<file path="src/rtl/alu.sv">
// RV32IM execute unit: single-cycle RV32I and MUL* results, plus a fixed-latency
// radix-2 restoring divider for DIV/DIVU/REM/REMU.
module alu (
    input  logic        clk,
    input  logic        rst,
    input  logic [31:0] in1,
    input  logic [31:0] in2,
    input  logic        is_imm,
    input  logic [2:0]  funct3,
    input  logic [6:0]  funct7,
    input  logic        ready,
    output logic [31:0] out,
    output logic        done
);

    function automatic logic [31:0] neg32(input logic [31:0] v);
        return ~v + 32'd1;
    endfunction

    function automatic logic [31:0] abs32(input logic [31:0] v, input logic is_signed);
        return (is_signed && v[31]) ? neg32(v) : v;
    endfunction

    logic        m_op_s;
    logic        div_op_s;
    logic        sub_s;
    logic [4:0]  shamt_s;
    logic [31:0] base_result_s;
    logic [31:0] mul_result_s;
    logic [31:0] comb_result_s;
    logic [63:0] mul_a_s;
    logic [63:0] mul_b_s;
    logic [63:0] prod_s;
    logic        div_signed_s;

    logic        busy_r;
    logic [4:0]  counter_r;
    logic [31:0] rem_r;
    logic [31:0] quo_r;
    logic [31:0] divisor_r;
    logic [31:0] dividend_r;
    logic        neg_q_r;
    logic        neg_rem_r;
    logic        div_zero_r;
    logic        ovf_r;
    logic        is_rem_r;
    logic [31:0] div_result_r;
    logic        done_q_r;
    logic        div_mode_r;

    logic [32:0] rem_shift_s;
    logic        fits_s;
    logic [31:0] rem_next_s;
    logic [31:0] quo_next_s;
    logic [31:0] div_final_s;

    assign m_op_s       = ~is_imm & (funct7 == 7'b0000001);
    assign div_op_s     = m_op_s & funct3[2];
    assign sub_s        = ~is_imm & funct7[5];
    assign shamt_s      = in2[4:0];
    assign div_signed_s = ~funct3[0];

    // Base RV32I result selection
    always_comb begin
        base_result_s = 32'd0;
        case (funct3)
            3'b000:  base_result_s = sub_s ? (in1 - in2) : (in1 + in2);
            3'b001:  base_result_s = in1 << shamt_s;
            3'b010:  base_result_s = {31'd0, ($signed(in1) < $signed(in2))};
            3'b011:  base_result_s = {31'd0, (in1 < in2)};
            3'b100:  base_result_s = in1 ^ in2;
            3'b101:  base_result_s = funct7[5] ? $unsigned($signed(in1) >>> shamt_s)
                                               : (in1 >> shamt_s);
            3'b110:  base_result_s = in1 | in2;
            3'b111:  base_result_s = in1 & in2;
            default: base_result_s = 32'd0;
        endcase
    end

    // One 64-bit multiplier; operand extension picks signed/unsigned high-half variants
    always_comb begin
        mul_a_s = {32'd0, in1};
        mul_b_s = {32'd0, in2};
        if ((funct3 == 3'b001) || (funct3 == 3'b010)) begin
            mul_a_s = {{32{in1[31]}}, in1};
        end else begin
            mul_a_s = {32'd0, in1};
        end
        if (funct3 == 3'b001) begin
            mul_b_s = {{32{in2[31]}}, in2};
        end else begin
            mul_b_s = {32'd0, in2};
        end
    end

    assign prod_s = mul_a_s * mul_b_s;

    // M-extension multiply result; divide codes are served by the divider path
    always_comb begin
        mul_result_s = 32'd0;
        case (funct3)
            3'b000:  mul_result_s = prod_s[31:0];
            3'b001:  mul_result_s = prod_s[63:32];
            3'b010:  mul_result_s = prod_s[63:32];
            3'b011:  mul_result_s = prod_s[63:32];
            default: mul_result_s = 32'd0;
        endcase
    end

    assign comb_result_s = m_op_s ? mul_result_s : base_result_s;

    // The partial remainder never exceeds the divisor, so the shifted value fits 33 bits
    // and the difference, when taken, fits back into 32.
    assign rem_shift_s = {rem_r, quo_r[31]};
    assign fits_s      = (rem_shift_s >= {1'b0, divisor_r});
    assign rem_next_s  = fits_s ? (rem_shift_s[31:0] - divisor_r) : rem_shift_s[31:0];
    assign quo_next_s  = {quo_r[30:0], fits_s};

    // Sign correction and special cases applied on the final divider step
    always_comb begin
        div_final_s = 32'd0;
        if (div_zero_r) begin
            div_final_s = is_rem_r ? dividend_r : 32'hFFFF_FFFF;
        end else if (ovf_r) begin
            div_final_s = is_rem_r ? 32'd0 : 32'h8000_0000;
        end else if (is_rem_r) begin
            div_final_s = neg_rem_r ? neg32(rem_next_s) : rem_next_s;
        end else begin
            div_final_s = neg_q_r ? neg32(quo_next_s) : quo_next_s;
        end
    end

    // Start/abort handling, one quotient bit per cycle, and result capture
    always_ff @(posedge clk or negedge rst) begin
        if (!rst) begin
            busy_r       <= 1'b0;
            counter_r    <= 5'd0;
            rem_r        <= 32'd0;
            quo_r        <= 32'd0;
            divisor_r    <= 32'd0;
            dividend_r   <= 32'd0;
            neg_q_r      <= 1'b0;
            neg_rem_r    <= 1'b0;
            div_zero_r   <= 1'b0;
            ovf_r        <= 1'b0;
            is_rem_r     <= 1'b0;
            div_result_r <= 32'd0;
            done_q_r     <= 1'b0;
            div_mode_r   <= 1'b0;
        end else if (ready) begin
            if (div_op_s) begin
                busy_r     <= 1'b1;
                counter_r  <= 5'd0;
                done_q_r   <= 1'b0;
                rem_r      <= 32'd0;
                quo_r      <= abs32(in1, div_signed_s);
                divisor_r  <= abs32(in2, div_signed_s);
                dividend_r <= in1;
                div_zero_r <= (in2 == 32'd0);
                ovf_r      <= div_signed_s & (in1 == 32'h8000_0000) & (in2 == 32'hFFFF_FFFF);
                neg_q_r    <= div_signed_s & (in1[31] ^ in2[31]);
                neg_rem_r  <= div_signed_s & in1[31];
                is_rem_r   <= funct3[1];
            end else begin
                busy_r     <= 1'b0;
                counter_r  <= 5'd0;
                done_q_r   <= 1'b1;
                div_mode_r <= 1'b0;
            end
        end else if (busy_r) begin
            rem_r <= rem_next_s;
            quo_r <= quo_next_s;
            if (counter_r == 5'd31) begin
                div_result_r <= div_final_s;
                done_q_r     <= 1'b1;
                div_mode_r   <= 1'b1;
                busy_r       <= 1'b0;
                counter_r    <= 5'd0;
            end else begin
                counter_r <= counter_r + 5'd1;
            end
        end else begin
            busy_r <= 1'b0;
        end
    end

    assign out  = div_mode_r ? div_result_r : comb_result_s;
    assign done = ready ? ~div_op_s : done_q_r;

endmodule

</file>
<file path="config.mk">
export PLATFORM = sky130hd
export DESIGN_NAME = alu
export DESIGN_NICKNAME = d
export VERILOG_FILES = /design/src/rtl/alu.sv
export SDC_FILE = /design/constraint.sdc
export NUM_CORES = 2
export LEC_CHECK = 0
export ABC_AREA = 1
export BUFFER_PORTS_ARGS = -buffer_cell sky130_fd_sc_hd__buf_4
export CAP_MARGIN = 20
export CORE_ASPECT_RATIO = 1.25
export CORE_MARGIN = 10
export CORE_UTILIZATION = 40
export DETAILED_ROUTE_END_ITERATION = 8
export PLACE_DENSITY = 0.65
export SLEW_MARGIN = 20
export SYNTH_ARGS = -nofsm -noshare
export SYNTH_HDL_FRONTEND = slang
export SYNTH_SLANG_ARGS = --single-unit
</file>
<file path="constraint.sdc">
create_clock -name clk -period 14 [get_ports clk]
set_input_delay 0 -clock clk [delete_from_list [all_inputs] [get_ports clk]]
set_output_delay 0 -clock clk [all_outputs]
set_load 0.005 [all_outputs]
</file>
==> results.cfg <==
[worst_setup_path]
cp_data_arrival_time_ps = 11940
timing.rr.start = rem_r[21]
path_class = in -> out
cp_top_family = adder cells
crit_path_start_kind = primary input
cp_max_fo = 19
rrSetupSlack_ps = 8570
max_stage_delay_ps = 890
r2r-end = div_result_r[30]
cp_common_cell = fa_1
critPathSlowestCell = fa_1
reg2reg_depth = 25
cp-end-kind = output pin
crit_required_ps = 14000
worst-path-buf-inv = 12

[synthesis]
syn_avg_cell_area_sq_um = 7.368
synthTopCellsByArea = fa_1 (40%), inv_1 (14%), nand2_1 (12%), ha_1 (7.8%), dfrtp_1 (6.0%)
synth-simple-area-share = 0.1871
synthArstFlopShare = 1.000
synth_seq_cells = 173
synth-edff-count = 0
ys_types = 67
synth_xor_xnor_area_share = 0.01798
synthesis.nets = 11660
synthFlopType = dfrtp_1
yosysSeqAreaShare = 0.06045
ys.warnings.count = 0
syn_area_sq_mm = 0.07161
post_synth_fa_ha_maj_area_fraction = 0.4751
synth_top_family_by_area = adder cells
synth.top_cell.area_share = 0.3975
yosysTopAreaCell = fa_1
synthMuxAreaShare = 0.001415
synth_compound_area_frac = 0.09735
synth_cells = 9720

[timing]
fmax_ghz = 0.08373
slew-limit-headroom = 0.1700
finalCritPeriodShare = 0.8531
maxSlewViolCount = 0
worstMarginPinSlew_ps = 1244
rsz0062_at_grt = no
period_minus_slack_ps = 11940
fin_setup_tns_ps = 0
hold_viol_final = 0
finalClockSkew_ps = 24.78
fin_ws_ps = 2057
finalSetupViolCount = 0

[global_route]
grt_remaining_overflow = 0
use_met2 = 0.5718
antenna_found_initial = 25
use_met3 = 0.06613
grt_max_degree = 79
track_usage = 0.3532
grtUsageMet1 = 0.4070
grt_pass1_vias = 69860
grt_pass1_wl_microns = 497300
top_usage_layer = met2

[drt]
first_iter_violations = 6311
drtAntennaViolNets = 0
drcViolationCount = 0
wire_per_inst_microns = 29.39
wirelength_microns = 350400
via_count = 65840
viasPerCell = 5.522
dr.pass1.iters = 6

[placed_design]
dp_hpwl_microns = 292400
dp_slack_ps = 2571
gp_congestion = 1.117
dp.cells = 11870
io_buffers = 110

[die]
fp.dieArea_sq_mm = 0.1965
die_w_microns = 398.5
core_area_sq_mm = 0.1779
start_util = 0.4025
io_pins = 111
die_height_microns = 493.1
placementRows = 173

[layout]
fin_nets = 11480
drive_above_1_share = 0.04566
final_cells = 11920
area_growth_pct = 5.186

[cts]
cts.sinks = 173
cts_tree = yes
cts_max_path_buffers = 2
cts.clk_slew.worst_paths_ps = 90
numCtsBuffers = 17
root_buffer = clkbuf_16
htreeDepth = 4
clkLatencyLatePin_ps = 480

[min_path]
hold_path_startpoint = in1[11]
hold_path_depth = 3
worstHoldEndpoint = dividend_r[11]
hp-class = in -> reg

[run]
max_cap_viol_count = 0

[status]
status = completed
[kinds of logic (layout without fill, tap and decap cells)]
group | after synthesis | count (layout)
XOR/XNOR | 147 | 147
multiplexers | 10 | 10
AO/OA/AOI/OAI | 1233 | 1233
flip-flops | 173 | 173
other | 0 | 12
adder cells (fa/ha/maj) | 1866 | 1866
buffers and inverters | 3042 | 2871
AND/OR/NAND/NOR | 3249 | 3249
[layout make-up]
class / instances / area, sq um
well taps: 2362 / 2955
clock inverters: 15 / 212.7
repair buffers: 232 / 1777
inverters: 2607 / 9786
flip-flops and latches: 173 / 4329
clock buffers: 17 / 425.4
diodes: 12 / 30.03
multi-input cells: 6505 / 55810
fillers: 18540 / 102600
[synth_stat cells (all sizes together), types with 28 or more instances]
cell type  count
o211ai        39
buf          143
a21oi        422
or2           36
o22ai         59
nand2       2261
xor2         105
nor2         509
inv         2599
ha           444
dfrtp        173
nand3        271
o21ai        498
clkbuf       292
nand4         53
fa          1422
a31oi         33
xnor2         42
nor3          67
nor4          28
[metrics by stage]
step	util	hold slack [ps]	instance area (sq um)
after floorplan	-	-295.6	71610
after global placement	0.4190	-67.89	74540
after detailed placement	0.4190	-67.81	74540
after CTS	0.4232	0.1252	75290
after global routing	0.4232	25.35	75310
final	0.4234	20.54	75330
[sequential cells by signal (all words and copies together) (netlist names), 5 cells and up]
name / cells
quo_r: 32
counter_r: 5
dividend_r: 32
divisor_r: 32
div_result_r: 32
rem_r: 32
[tightest hold or removal path, cell delays in order]
cell,delay [ps]
buf_4,230
nand2_1,120
o21ai_0,80
[how the worst max path moves through the flow]
stage,cells after the start,start,end
after CTS,36,funct3[1],out[24]
after global placement,39,funct3[2],out[24]
after global routing,40,funct3[1],out[24]
after detailed placement,35,funct3[2],out[24]
after floorplan,40,funct3[2],out[27]
final,36,funct3[1],out[24]
[what timing repair did]
item / CTS / global route
buffers inserted: 0 / 0
setup endpoints to repair: 0 / 0
endpoints found under the hold margin: 42 / 0
hold buffers: 11 / 0
resized for setup: 0 / 0
[layout by cell type, fill, tap and decap left out, drive strengths merged, types with 19 or more instances in the layout]
cell type  count
inv         2609
nand2       2261
fa          1422
nor2         509
o21ai        498
ha           444
a21oi        422
nand3        271
buf          221
dfrtp        173
xor2         105
nor3          67
o22ai         59
nand4         53
xnor2         42
o211ai        39
or2           36
a31oi         33
nor4          28
o221ai        26
a21o          22
o21bai        20
a21boi        19
[routing by layer]
layer / vias up / share of wire
met5: - / 0.00027
met4: 14 / 0.10
met3: 921 / 0.076
met2: 3283 / 0.46
met1: 33250 / 0.36
li1: 28370 / -
Power is not shown: default switching activity piles up to over one toggle a cycle in this logic, so the estimate is an artifact.
